===== config.mk =====
export PLATFORM = sky130hd
export DESIGN_NAME = bcd_to_binary_seq_flat
export DESIGN_NICKNAME = d
export VERILOG_FILES = /design/src/rtl/bcd_to_binary_seq_if.sv /design/src/rtl/bcd_to_binary_seq.sv /design/src/flat_wrapper.sv
export SDC_FILE = /design/constraint.sdc
export NUM_CORES = 1
export LEC_CHECK = 0
export ABC_AREA = 1
export BUFFER_PORTS_ARGS = -buffer_cell sky130_fd_sc_hd__clkbuf_2
export CAP_MARGIN = 5
export CORE_MARGIN = 4
export CORE_UTILIZATION = 50
export CTS_BUF_LIST = sky130_fd_sc_hd__clkbuf_16
export CTS_CLUSTER_DIAMETER = 40
export DETAILED_ROUTE_END_ITERATION = 8
export PLACE_DENSITY = 0.8
export SLEW_MARGIN = 10
export SYNTH_ARGS = -nofsm -noshare
export SYNTH_HDL_FRONTEND = slang
export SYNTH_SLANG_ARGS = --single-unit

===== constraint.sdc =====
create_clock -name clk -period 2.5 [get_ports clk]
set_input_delay 0.25 -clock clk [delete_from_list [all_inputs] [get_ports clk]]
set_output_delay 0.25 -clock clk [all_outputs]
set_load 0.05 [all_outputs]

===== src/rtl/bcd_to_binary_seq_if.sv =====
// Handshake bundle for the sequential BCD-to-binary converter.
// master: start/bcd_in out, status/result in. slave: the converter side.
interface bcd_to_binary_seq_if #(
    parameter int DIGITS = 3,
    parameter int BIN_W  = 10
);
    logic                  start;
    logic [4*DIGITS-1:0]   bcd_in;
    logic                  busy;
    logic                  done;
    logic [BIN_W-1:0]      binary_out;
    logic                  error;

    modport master (
        output start, bcd_in,
        input  busy, done, binary_out, error
    );

    modport slave (
        input  start, bcd_in,
        output busy, done, binary_out, error
    );
endinterface


===== src/rtl/bcd_to_binary_seq.sv =====
// Sequential BCD-to-binary converter, MSD first, acc = acc*10 + digit per clock.
// Ports: clk, rst_n (async active-low), bus (slave: start, bcd_in, busy, done,
// binary_out, error). Optional macro BCD2BIN_ERR_CHK_EN flags nibbles > 9.
module bcd_to_binary_seq #(
    parameter int DIGITS = 3,
    parameter int BIN_W  = 10
) (
    input  logic                clk,
    input  logic                rst_n,
    bcd_to_binary_seq_if.slave  bus
);
    localparam int SW = 4 * DIGITS;
    localparam int CW = (DIGITS > 1) ? $clog2(DIGITS) : 1;

    typedef enum logic [1:0] {
        IDLE,
        CHECK,
        CONV,
        DONE
    } state_t;

    state_t            state, nxt;
    logic [SW-1:0]     sh;
    logic [BIN_W-1:0]  acc, acc_nxt;
    logic [CW-1:0]     cnt;
    logic              bad, bad_any;
    logic [3:0]        nib;

    assign nib = sh[SW-1 -: 4];

    // acc*10 as shift-and-add; wraps modulo 2^BIN_W if undersized
    assign acc_nxt = (acc << 3) + (acc << 1) + BIN_W'(nib);

`ifdef BCD2BIN_ERR_CHK_EN
    always_comb begin
        bad_any = 1'b0;
        for (int i = 0; i < DIGITS; i++) begin
            if (sh[4*i +: 4] > 4'd9) bad_any = 1'b1;
        end
    end
`else
    assign bad_any = 1'b0;
`endif

    always_comb begin
        nxt = state;
        unique case (state)
            IDLE:  if (bus.start) nxt = CHECK;
            CHECK: nxt = CONV;
            CONV:  if (cnt == CW'(DIGITS - 1)) nxt = DONE;
            DONE:  nxt = IDLE;
            default: nxt = IDLE;
        endcase
    end

    always_ff @(posedge clk or negedge rst_n) begin
        if (!rst_n) begin
            state          <= IDLE;
            sh             <= '0;
            acc            <= '0;
            cnt            <= '0;
            bad            <= 1'b0;
            bus.busy       <= 1'b0;
            bus.done       <= 1'b0;
            bus.binary_out <= '0;
            bus.error      <= 1'b0;
        end else begin
            state    <= nxt;
            bus.busy <= (nxt != IDLE);
            bus.done <= (nxt == DONE);
            unique case (state)
                IDLE: begin
                    if (bus.start) begin
                        sh  <= bus.bcd_in;
                        acc <= '0;
                        cnt <= '0;
                        bad <= 1'b0;
                    end
                end
                CHECK: bad <= bad_any;
                CONV: begin
                    acc <= acc_nxt;
                    sh  <= sh << 4;
                    cnt <= cnt + CW'(1);
                    // result lands with the edge that enters DONE
                    if (nxt == DONE) begin
                        bus.binary_out <= bad ? '0 : acc_nxt;
                        bus.error      <= bad;
                    end
                end
                default: ;
            endcase
        end
    end
endmodule


===== src/flat_wrapper.sv =====
// flat-port wrapper written by rule: the top's interface ports become plain ports
module bcd_to_binary_seq_flat 
#(
    parameter int DIGITS = 3,
    parameter int BIN_W  = 10
)
  (clk, rst_n, bus_start, bus_bcd_in, bus_busy, bus_done, bus_binary_out, bus_error);
  bcd_to_binary_seq_if #(.DIGITS(DIGITS), .BIN_W(BIN_W)) bus_i ();
  input  logic clk;
  input  logic rst_n;
  input wire logic [$bits(bus_i.start)-1:0] bus_start;
  input wire logic [$bits(bus_i.bcd_in)-1:0] bus_bcd_in;
  output wire logic [$bits(bus_i.busy)-1:0] bus_busy;
  output wire logic [$bits(bus_i.done)-1:0] bus_done;
  output wire logic [$bits(bus_i.binary_out)-1:0] bus_binary_out;
  output wire logic [$bits(bus_i.error)-1:0] bus_error;
  assign bus_i.start = bus_start;
  assign bus_i.bcd_in = bus_bcd_in;
  assign bus_busy = bus_i.busy;
  assign bus_done = bus_i.done;
  assign bus_binary_out = bus_i.binary_out;
  assign bus_error = bus_i.error;
  bcd_to_binary_seq #(.DIGITS(DIGITS), .BIN_W(BIN_W)) u_core (.clk(clk), .rst_n(rst_n), .bus(bus_i));
endmodule

==> flow_metrics.py, run 1 <==
metrics = {
    "yosys": {
        "synth_seq_cells": 37,
        "synth_area_leaders": "dfrtp_1 (46%), nand2_1 (14%), ha_1 (11%)",
        "synth_area_mm2": 0.00201,
        "postSynthCellCount": 238,
        "synth_top_area_share_pct": 46.1,
        "yosys.cell_types.count": 25,
        "yosys_warnings": 0,
        "postSynthAreaPerCell_um2": 8.44,
        "synth_fp_nets": 272,
        "yosys.area.top_type": "dfrtp_1",
        "seq_area_frac_synth_pct": 46.1,
    },
    "finish": {
        "final_common_cell": "nand2_1",
        "antennaDiodeCount": 0,
        "syn2layout_area_growth_pct": 14.9,
        "nNetsFinal": 300,
        "final_cell_mix": "nand2_1 (75), dfrtp_1 (37), inv_1 (31)",
        "drive_gt1_share_pct": 18.0,
        "finish.utilization_pct": 61.2,
    },
    "status": {
        "outcome": "completed",
    },
    "sta": {
        "hold_slack_ns": 0.0872,
        "slew_headroom_pct": 40.7,
        "skew_ns": 0.00465,
        "finalCritPeriodShare_pct": 85.6,
        "worstMarginPinSlew_ns": 0.889,
        "rsz0062_at_grt": "no",
        "period_minus_slack_ns": 2.14,
        "hold_viol_final": 0,
        "setup_tns_ns": 0,
        "setup_violations": 0,
        "max_clock_freq_mhz": 467,
        "maxSlewViolCount": 0,
        "setup_ws_ns": 0.360,
    },
    "placed_design": {
        "pre_cts_slack_ns": 0.124,
        "dp_hpwl_um": 3010,
        "gp_congestion": 0.854,
        "port_buffers": 26,
    },
    "clocking": {
        "cts_sinks": 37,
        "cts_made_buffers": 5,
        "cts_buffer_depth": 2,
        "clockRootBuffer": "clkbuf_16",
        "clk_latency_ns": 0.28,
        "clkTransAtPathRegs_ns": 0.05,
        "cts.htree.levels": 2,
        "cts_tree": "built",
    },
    "global_routing": {
        "antenna_found_initial": 0,
        "grt_pass1_wl_um": 7220,
        "grt_max_degree": 38,
        "grt_pass1_vias": 1667,
        "grt_overflow_total": 0,
        "grt_usage_pct": 17.9,
    },
    "hold_path": {
        "hp-class": "in2async",
    },
    "power": {
        "vdd_ir_drop_max_mv": 0.989,
        "leakage_uw": 0.00129,
        "power_density_mw_per_mm2": 1380,
    },
    "floorplan": {
        "start_util_pct": 53.3,
        "die_height_um": 71.4,
        "top_level_ports": 28,
        "rows": 22,
        "die-area_mm2": 0.00510,
        "die_w_um": 71.4,
        "core_area_mm2": 0.00377,
    },
    "worst_setup_path": {
        "worstSetupPathType": "reg2reg",
        "rr_startpoint": "u_core.acc[0]",
        "reg2reg_setup_slack_ns": 0.36,
        "cp-end-kind": "register",
        "cp-start-kind": "register",
        "required_ns": 2.63,
        "path_max_fanout": 3,
        "r2r-end": "u_core.acc[6]",
        "startpoint": "u_core.acc[0]",
        "r2r_cells": 9,
        "arrival_ns": 2.27,
    },
    "route": {
        "firstDrtPassIters": 4,
        "antenna_left": 0,
        "routedWlPerCell_um": 12.5,
        "drcViolationCount": 0,
        "vias": 1593,
        "vias_per_cell": 5.07,
        "wirelength_um": 3930,
        "initialDrtViolationCount": 103,
    },
    "flow_run": {
        "cap_violations": 0,
    },
}
[stage by stage]
stage          area (µm²)  instances  total power [µW]
2_1_floorplan        2010        238              2280
3_3_place_gp         2170        307              2570
3_5_place_dp         2170        307              2640
4_1_cts              2310        314              3230
5_1_grt              2310        314              3500
6_report             2310        314              3190
[worst max-delay path: stages, from the launching register on]
cell,delay [ns]
dfrtp_1,0.34
inv_1,0.07
fa_1,0.53
inv_1,0.07
fa_1,0.48
nand3_1,0.11
nand3_1,0.08
xor2_1,0.16
nand2_1,0.06
o21ai_0,0.09
[sequential cells by signal, summed over array words and instances (netlist names)]
register               count
u_core.acc                 9
u_core.bus.binary_out     10
u_core.bus.busy            1
u_core.bus.done            1
u_core.cnt                 2
u_core.sh                 12
u_core.state               2
[layer usage]
metal  up-vias  part of all wire, %  track usage, %
met4         0                  1.5            6.89
met2        50                   48            29.7
met1       725                   44            21.9
met3         9                  5.7            5.47
li1        809                    -               -
met5         -                    0               0
[how the worst max path moves through the flow]
stage,endpoint,cells past startpoint
6_report,u_core.acc[6],9
5_1_grt,u_core.sh[8],8
4_1_cts,u_core.sh[8],8
3_5_place_dp,u_core.sh[8],8
3_3_place_gp,u_core.sh[8],8
2_1_floorplan,u_core.acc[6],9
[synthesized netlist by cell type]
cell and instances:
inv_1 30, nand3b_1 2, nand2_2 2, o21ai_0 11, fa_1 2, nand4_1 1, conb_1 1, o211ai_1 2
nand2_1 75, or2_2 2, buf_2 3, xor2_1 3, buf_4 1, a21oi_1 2, nor2_1 11, o22ai_1 2
inv_2 2, nor2_2 2, a31oi_1 6, clkbuf_1 2, ha_1 17, o21ai_2 6, buf_6 1, dfrtp_1 37
nand3_1 15
[area by class of cell]
type	instances	area, µm²
fillers	327	1460
repair buffers	28	145
clock buffers	5	125
multi-input cells	162	925
clock inverters	2	7.51
flip-flops and latches	37	926
well taps	48	60.1
inverters	32	120
[what timing repair did]
item | 4_1_cts | 5_1_grt
hold buffers | 0 | 0
buffers inserted | 0 | 0
gates resized for setup | 0 | 1
setup endpoints to repair | 0 | 13
[power by group]
part	internal [µW]	switching [µW]	leakage [µW]
Combinational	500	1130	0.000759
Sequential	854	132	0.000468
Clock	356	218	0.0000685
[cells by family after synthesis]
group	after synthesis	synth area share [%]
fa+ha+maj	19	12.6
compound gates	29	9.09
simple gates	110	22.7
buf+inv	39	8.03
xor+xnor	3	1.31
other cells	1	0.187
flops	37	46.1
Note: power is estimated with default switching activity, not from simulation.
==> inputs of run 2 (changes only) <==
- REMOVE_ABC_BUFFERS: not set -> 1
==> run 2 against run 1 <==
Effect of this change:
- maximum frequency decreased by 0.18%
- clock power increased by 1%
- die area unchanged
==> flow_metrics.py, run 2 (synthesized netlist as in run 1, its figures left out) <==
metrics = {
    "worst_setup_path": {
        "cp.buffers_inverters": 2,
        "reg2reg_setup_slack_ns": 0.36,
        "path_delay_family": "adder cells",
        "arrival_ns": 2.28,
        "critPathSlowestCell": "fa_1",
        "worstSetupPathType": "reg2reg",
        "rr_startpoint": "u_core.acc[0]",
        "cp-end-kind": "register",
        "path_cells": "inv_1 -> fa_1 -> inv_1 -> fa_1 -> nand3_1 -> nand3_1 -> xor2_1 -> nand2_1 -> o21ai_0",
        "max_stage_delay_ns": 0.53,
        "r2r_cells": 9,
        "path_depth": 9,
        "r2r-end": "u_core.acc[6]",
        "cp-start-kind": "register",
        "path_max_fanout": 3,
        "required_ns": 2.64,
    },
    "finish": {
        "finish.utilization_pct": 61.3,
        "drive_gt1_share_pct": 18.0,
        "reg.largest.list": "u_core.sh: 12 flops, u_core.bus.binary_out: 10 flops, u_core.acc: 9 flops",
        "multiInputGateArea_um2": 922,
        "final_cell_mix": "nand2_1 (75), dfrtp_1 (37), inv_1 (30)",
        "final_common_cell": "nand2_1",
        "nNetsFinal": 300,
        "syn2layout_area_growth_pct": 15.0,
        "antennaDiodeCount": 0,
        "stdcell_count": 315,
        "final.fill_count": 335,
        "largest_reg_flops": 12,
        "regMostFlops": "u_core.sh",
        "register_area_um2": 926,
    },
    "clocking": {
        "cts_sinks": 37,
        "cts_tree": "built",
        "clk_latency_ns": 0.28,
        "cts.htree.levels": 2,
        "clockRootBuffer": "clkbuf_16",
        "cts_made_buffers": 5,
        "cts_resized": 0,
        "clkTransAtPathRegs_ns": 0.05,
        "post_cts_buffers": 0,
        "hold_buffers": 0,
        "cts_buffer_depth": 2,
    },
    "flow_run": {
        "cap_violations": 0,
    },
    "route": {
        "wirelength_um": 3720,
        "top_layer_used": "met4",
        "drcViolationCount": 0,
        "initialDrtViolationCount": 69,
        "met1_length_um": 1670,
        "antenna_left": 0,
        "wl_met2_um": 1790,
        "firstDrtPassIters": 4,
        "vias": 1576,
        "vias_per_cell": 5.00,
        "routedWlPerCell_um": 11.8,
        "routed-wl-met3_um": 178,
    },
    "floorplan": {
        "rows": 22,
        "top_level_ports": 28,
        "die_w_um": 71.4,
        "die_height_um": 71.4,
        "core_area_mm2": 0.00377,
        "die-area_mm2": 0.00510,
        "start_util_pct": 53.3,
    },
    "placed_design": {
        "port_buffers": 26,
        "dp_hpwl_um": 2900,
        "gp_congestion": 0.863,
        "pre_cts_slack_ns": 0.368,
        "dp.cells": 307,
    },
    "power": {
        "vdd_ir_drop_max_mv": 0.783,
        "switching_power_uw": 1490,
        "seq_power_share_pct": 30.5,
        "pwr-share-comb_pct": 51.3,
        "power_density_mw_per_mm2": 1390,
        "p_sw_share_pct": 46.4,
        "intPower_uw": 1720,
        "leakage_uw": 0.00129,
        "pwr-share-clk_pct": 18.2,
    },
    "global_routing": {
        "antenna_found_initial": 0,
        "grt_overflow_total": 0,
        "grt_usage_pct": 16.9,
        "grt_pass1_vias": 1566,
        "grt_pass1_wl_um": 6790,
        "grt_max_degree": 38,
    },
    "hold_path": {
        "hp-class": "in2async",
    },
    "sta": {
        "finalCritPeriodShare_pct": 85.8,
        "setup_violations": 0,
        "setup_tns_ns": 0,
        "maxSlewViolCount": 0,
        "slew_headroom_pct": 40.4,
        "hold_viol_final": 0,
        "max_clock_freq_mhz": 466,
        "skew_ns": 0.00421,
        "setup_ws_ns": 0.356,
        "worstMarginPinSlew_ns": 0.894,
        "period_minus_slack_ns": 2.14,
        "rsz0062_at_grt": "no",
    },
    "status": {
        "outcome": "completed",
    },
}
-- run 2: cell types whose count changed in the layout (fill, tap and decap cells not counted) --
cell,previous run,this run
inv_1,31,30
clkinv_2,0,1
nor2_1,10,11
nor2_2,3,2
clkinv_1,1,2
-- run 2: worst max-delay path by stage --
stage / start / to / slack, ns
2_1_floorplan: u_core.state[0] / u_core.sh[4] / 0.42
4_1_cts: u_core.acc[0] / u_core.acc[6] / 0.35
3_5_place_dp: u_core.acc[0] / u_core.acc[6] / 0.37
3_3_place_gp: u_core.acc[0] / u_core.acc[6] / 0.45
6_report: u_core.acc[0] / u_core.acc[6] / 0.36
5_1_grt: u_core.acc[0] / u_core.acc[6] / 0.23
-- run 2: cell type report --
cell class                 count  share of cell area (%)
tap                           48                    2.60
timing repair buffer          28                    6.28
clock inverter                 3                   0.541
sequential                    37                    40.1
inverter                      32                    5.20
clock buffer                   5                    5.41
multi-input combinational    162                    39.9
-- run 2: power by group through the flow --
stage | Sequential [µW] | Combinational (µW) | Clock, µW
final | 976 | 1640 | 581
after CTS | 978 | 1670 | 598
after global placement | 977 | 1600 | 0
after floorplan | 1250 | 983 | 0
after global routing | 1010 | 1870 | 627
after detailed placement | 987 | 1660 | 0
-- run 2: stage by stage --
| step | total power (µW) | hold WS [ns] | cell area, µm² |
|---|---|---|---|
| 2_1_floorplan | 2230 | -0.0456 | 1970 |
| 5_1_grt | 3510 | 0.172 | 2310 |
| 3_3_place_gp | 2580 | 0.415 | 2170 |
| 6_report | 3200 | 0.0922 | 2310 |
| 3_5_place_dp | 2640 | 0.418 | 2170 |
| 4_1_cts | 3240 | 0.121 | 2310 |
-- run 2: per-layer routing --
layer / global-route usage (%) / vias up
li1: - / 809
met1: 21.3 / 723
met2: 27.7 / 36
met3: 4.21 / 8
met4: 7.31 / 0
met5: 0 / -
==> inputs of run 3 (changes only) <==
- ABC_CLOCK_PERIOD_IN_PS: not set -> 2100
- clock period: 2.5 -> 2.1 ns (I/O delays scaled with it)
==> run 3 against run 2 <==
Effect of this change:
- maximum frequency is 7.2% higher
- sequential power is 20% higher
- critical path depth stayed put
- register-to-register slack worse by 0.26 ns
- sequential share of layout area is 1.8 points lower
- clock skew is 0.00064 ns lower
- power is 26% higher
- non-clock buffer count is 5 higher
- core utilization is 2.9 points higher
- final cell count is 1.9% higher
- combinational power is 32% higher
- global-route usage is 0.054 points higher
- largest power group unchanged
- highest routed layer unchanged
==> flow_metrics.py, run 3 (synthesized netlist as in run 1, its figures left out) <==
metrics = {
    "route": {
        "vias_per_cell": 5.05,
        "firstDrtPassIters": 4,
        "drcViolationCount": 0,
        "wirelength_um": 4050,
        "initialDrtViolationCount": 49,
        "routedWlPerCell_um": 12.6,
        "vias": 1622,
        "antenna_left": 0,
    },
    "worst_setup_path": {
        "arrival_ns": 2.17,
        "worstSetupPathType": "reg2reg",
        "cp-start-kind": "register",
        "required_ns": 2.27,
        "cp-end-kind": "register",
        "path_max_fanout": 3,
    },
    "floorplan": {
        "start_util_pct": 53.3,
        "top_level_ports": 28,
        "core_area_mm2": 0.00377,
        "rows": 22,
        "die_height_um": 71.4,
        "die_w_um": 71.4,
        "die-area_mm2": 0.00510,
    },
    "power": {
        "power_density_mw_per_mm2": 1660,
        "seq_power_share_pct": 29.0,
        "intPower_uw": 2140,
        "switching_power_uw": 1890,
        "pwr-share-comb_pct": 53.7,
        "p_sw_share_pct": 46.9,
        "pwr-share-clk_pct": 17.3,
        "total_power_uw": 4030,
        "leakage_uw": 0.00132,
        "vdd_ir_drop_max_mv": 1.16,
    },
    "finish": {
        "final_cell_mix": "nand2_1 (74), dfrtp_1 (37), inv_1 (27)",
        "stdcell_count": 321,
        "design_area_mm2": 0.00242,
        "final_common_cell": "nand2_1",
        "drive_gt1_share_pct": 24.2,
        "reg.largest.list": "u_core.sh: 12 flops, u_core.bus.binary_out: 10 flops, u_core.acc: 9 flops",
        "largest_reg_flops": 12,
        "antennaDiodeCount": 0,
        "nNetsFinal": 306,
        "regMostFlops": "u_core.sh",
        "syn2layout_area_growth_pct": 20.4,
    },
    "sta": {
        "max_clock_freq_mhz": 500,
        "maxSlewViolCount": 0,
        "setup_ws_ns": 0.0996,
        "period_minus_slack_ns": 2.00,
        "hold_slack_ns": 0.156,
        "setup_violations": 0,
        "finalCritPeriodShare_pct": 95.3,
        "skew_ns": 0.00357,
        "hold_viol_final": 0,
    },
    "placed_design": {
        "pre_cts_slack_ns": -0.270,
        "gp_congestion": 0.884,
        "dp_hpwl_um": 2810,
        "dpl_cell_area_mm2": 0.00219,
        "port_buffers": 26,
        "dp.cells": 309,
    },
    "global_routing": {
        "grt_max_degree": 38,
        "grt_usage_pct": 17.0,
        "grt_pass1_wl_um": 6940,
        "grt_overflow_total": 0,
        "antenna_found_initial": 0,
        "grt_pass1_vias": 1632,
    },
    "clocking": {
        "clk_latency_ns": 0.28,
        "cts_sinks": 37,
        "cts_tree": "built",
        "cts_buffer_depth": 2,
        "cts.htree.levels": 2,
        "clkTransAtPathRegs_ns": 0.06,
        "cts_made_buffers": 5,
        "clockRootBuffer": "clkbuf_16",
    },
    "flow_run": {
        "cap_violations": 0,
    },
    "hold_path": {
        "hp-class": "in2reg",
    },
    "status": {
        "outcome": "completed",
    },
}
run 3: power by group through the flow:
stage | Combinational, µW | Sequential [µW] | Clock [µW]
global route | 2430 | 1210 | 744
CTS | 2000 | 1160 | 710
finish | 2160 | 1170 | 695
detailed placement | 1980 | 1180 | 0
global placement | 1910 | 1170 | 0
floorplan | 1170 | 1490 | 0
run 3: final cells by class:
class	instances	area, µm²
fillers	307	1350
well taps	48	60.1
repair buffers	33	185
flip-flops and latches	37	926
inverters	32	124
multi-input cells	162	978
clock buffers	5	125
repair inverters	1	7.51
clock inverters	3	12.5
run 3: stage by stage:
| step | TNS [ns] | utilization (%) |
|---|---|---|
| 5_1_grt | -0.0720 | 64.1 |
| 4_1_cts | 0 | 62.1 |
| 3_5_place_dp | -2.90 | 58.0 |
| 2_1_floorplan | 0 | - |
| 3_3_place_gp | -0.786 | 58.0 |
| 6_report | 0 | 64.1 |
run 3: layer usage:
layer	part of all wire [%]	track usage [%]	vias to the layer above
met1	44	21.1	769
met3	3.9	4.07	6
met2	50	28.3	31
met5	0	0	-
met4	1.5	7.10	0
li1	-	-	816
run 3: what timing repair did:
item	in CTS	in global routing
setup buffers	0	2
endpoints found under the hold margin	37	0
gates cloned	0	1
gates resized for setup	2	15
endpoints found under the setup margin	14	20
hold buffers	1	0
pin swaps	0	3
run 3: path summary, 6_finish.rpt:
kind / start / end / slack (ns) / depth (start not counted)
min in group asynchronous: rst_n / u_core.sh[11] / 0.52 / 3
setup / recovery: u_core.sh[11] / u_core.acc[8] / 0.1 / 9
hold reg to reg: u_core.sh[2] / u_core.sh[2] / 0.48 / 2
max in group asynchronous: rst_n / u_core.bus.binary_out[3] / 1.25 / 3
hold / removal: bus_bcd_in[3] / u_core.sh[3] / 0.16 / 3
setup reg to reg: u_core.sh[11] / u_core.acc[8] / 0.1 / 9
run 3: critical path, stage by stage (launching register included):
cell	delay, ns
dfrtp_1	0.36
inv_1	0.07
fa_1	0.55
inv_2	0.05
fa_2	0.37
buf_4	0.15
nand2_1	0.08
nand4_1	0.11
nand3_1	0.10
nand2_1	0.05
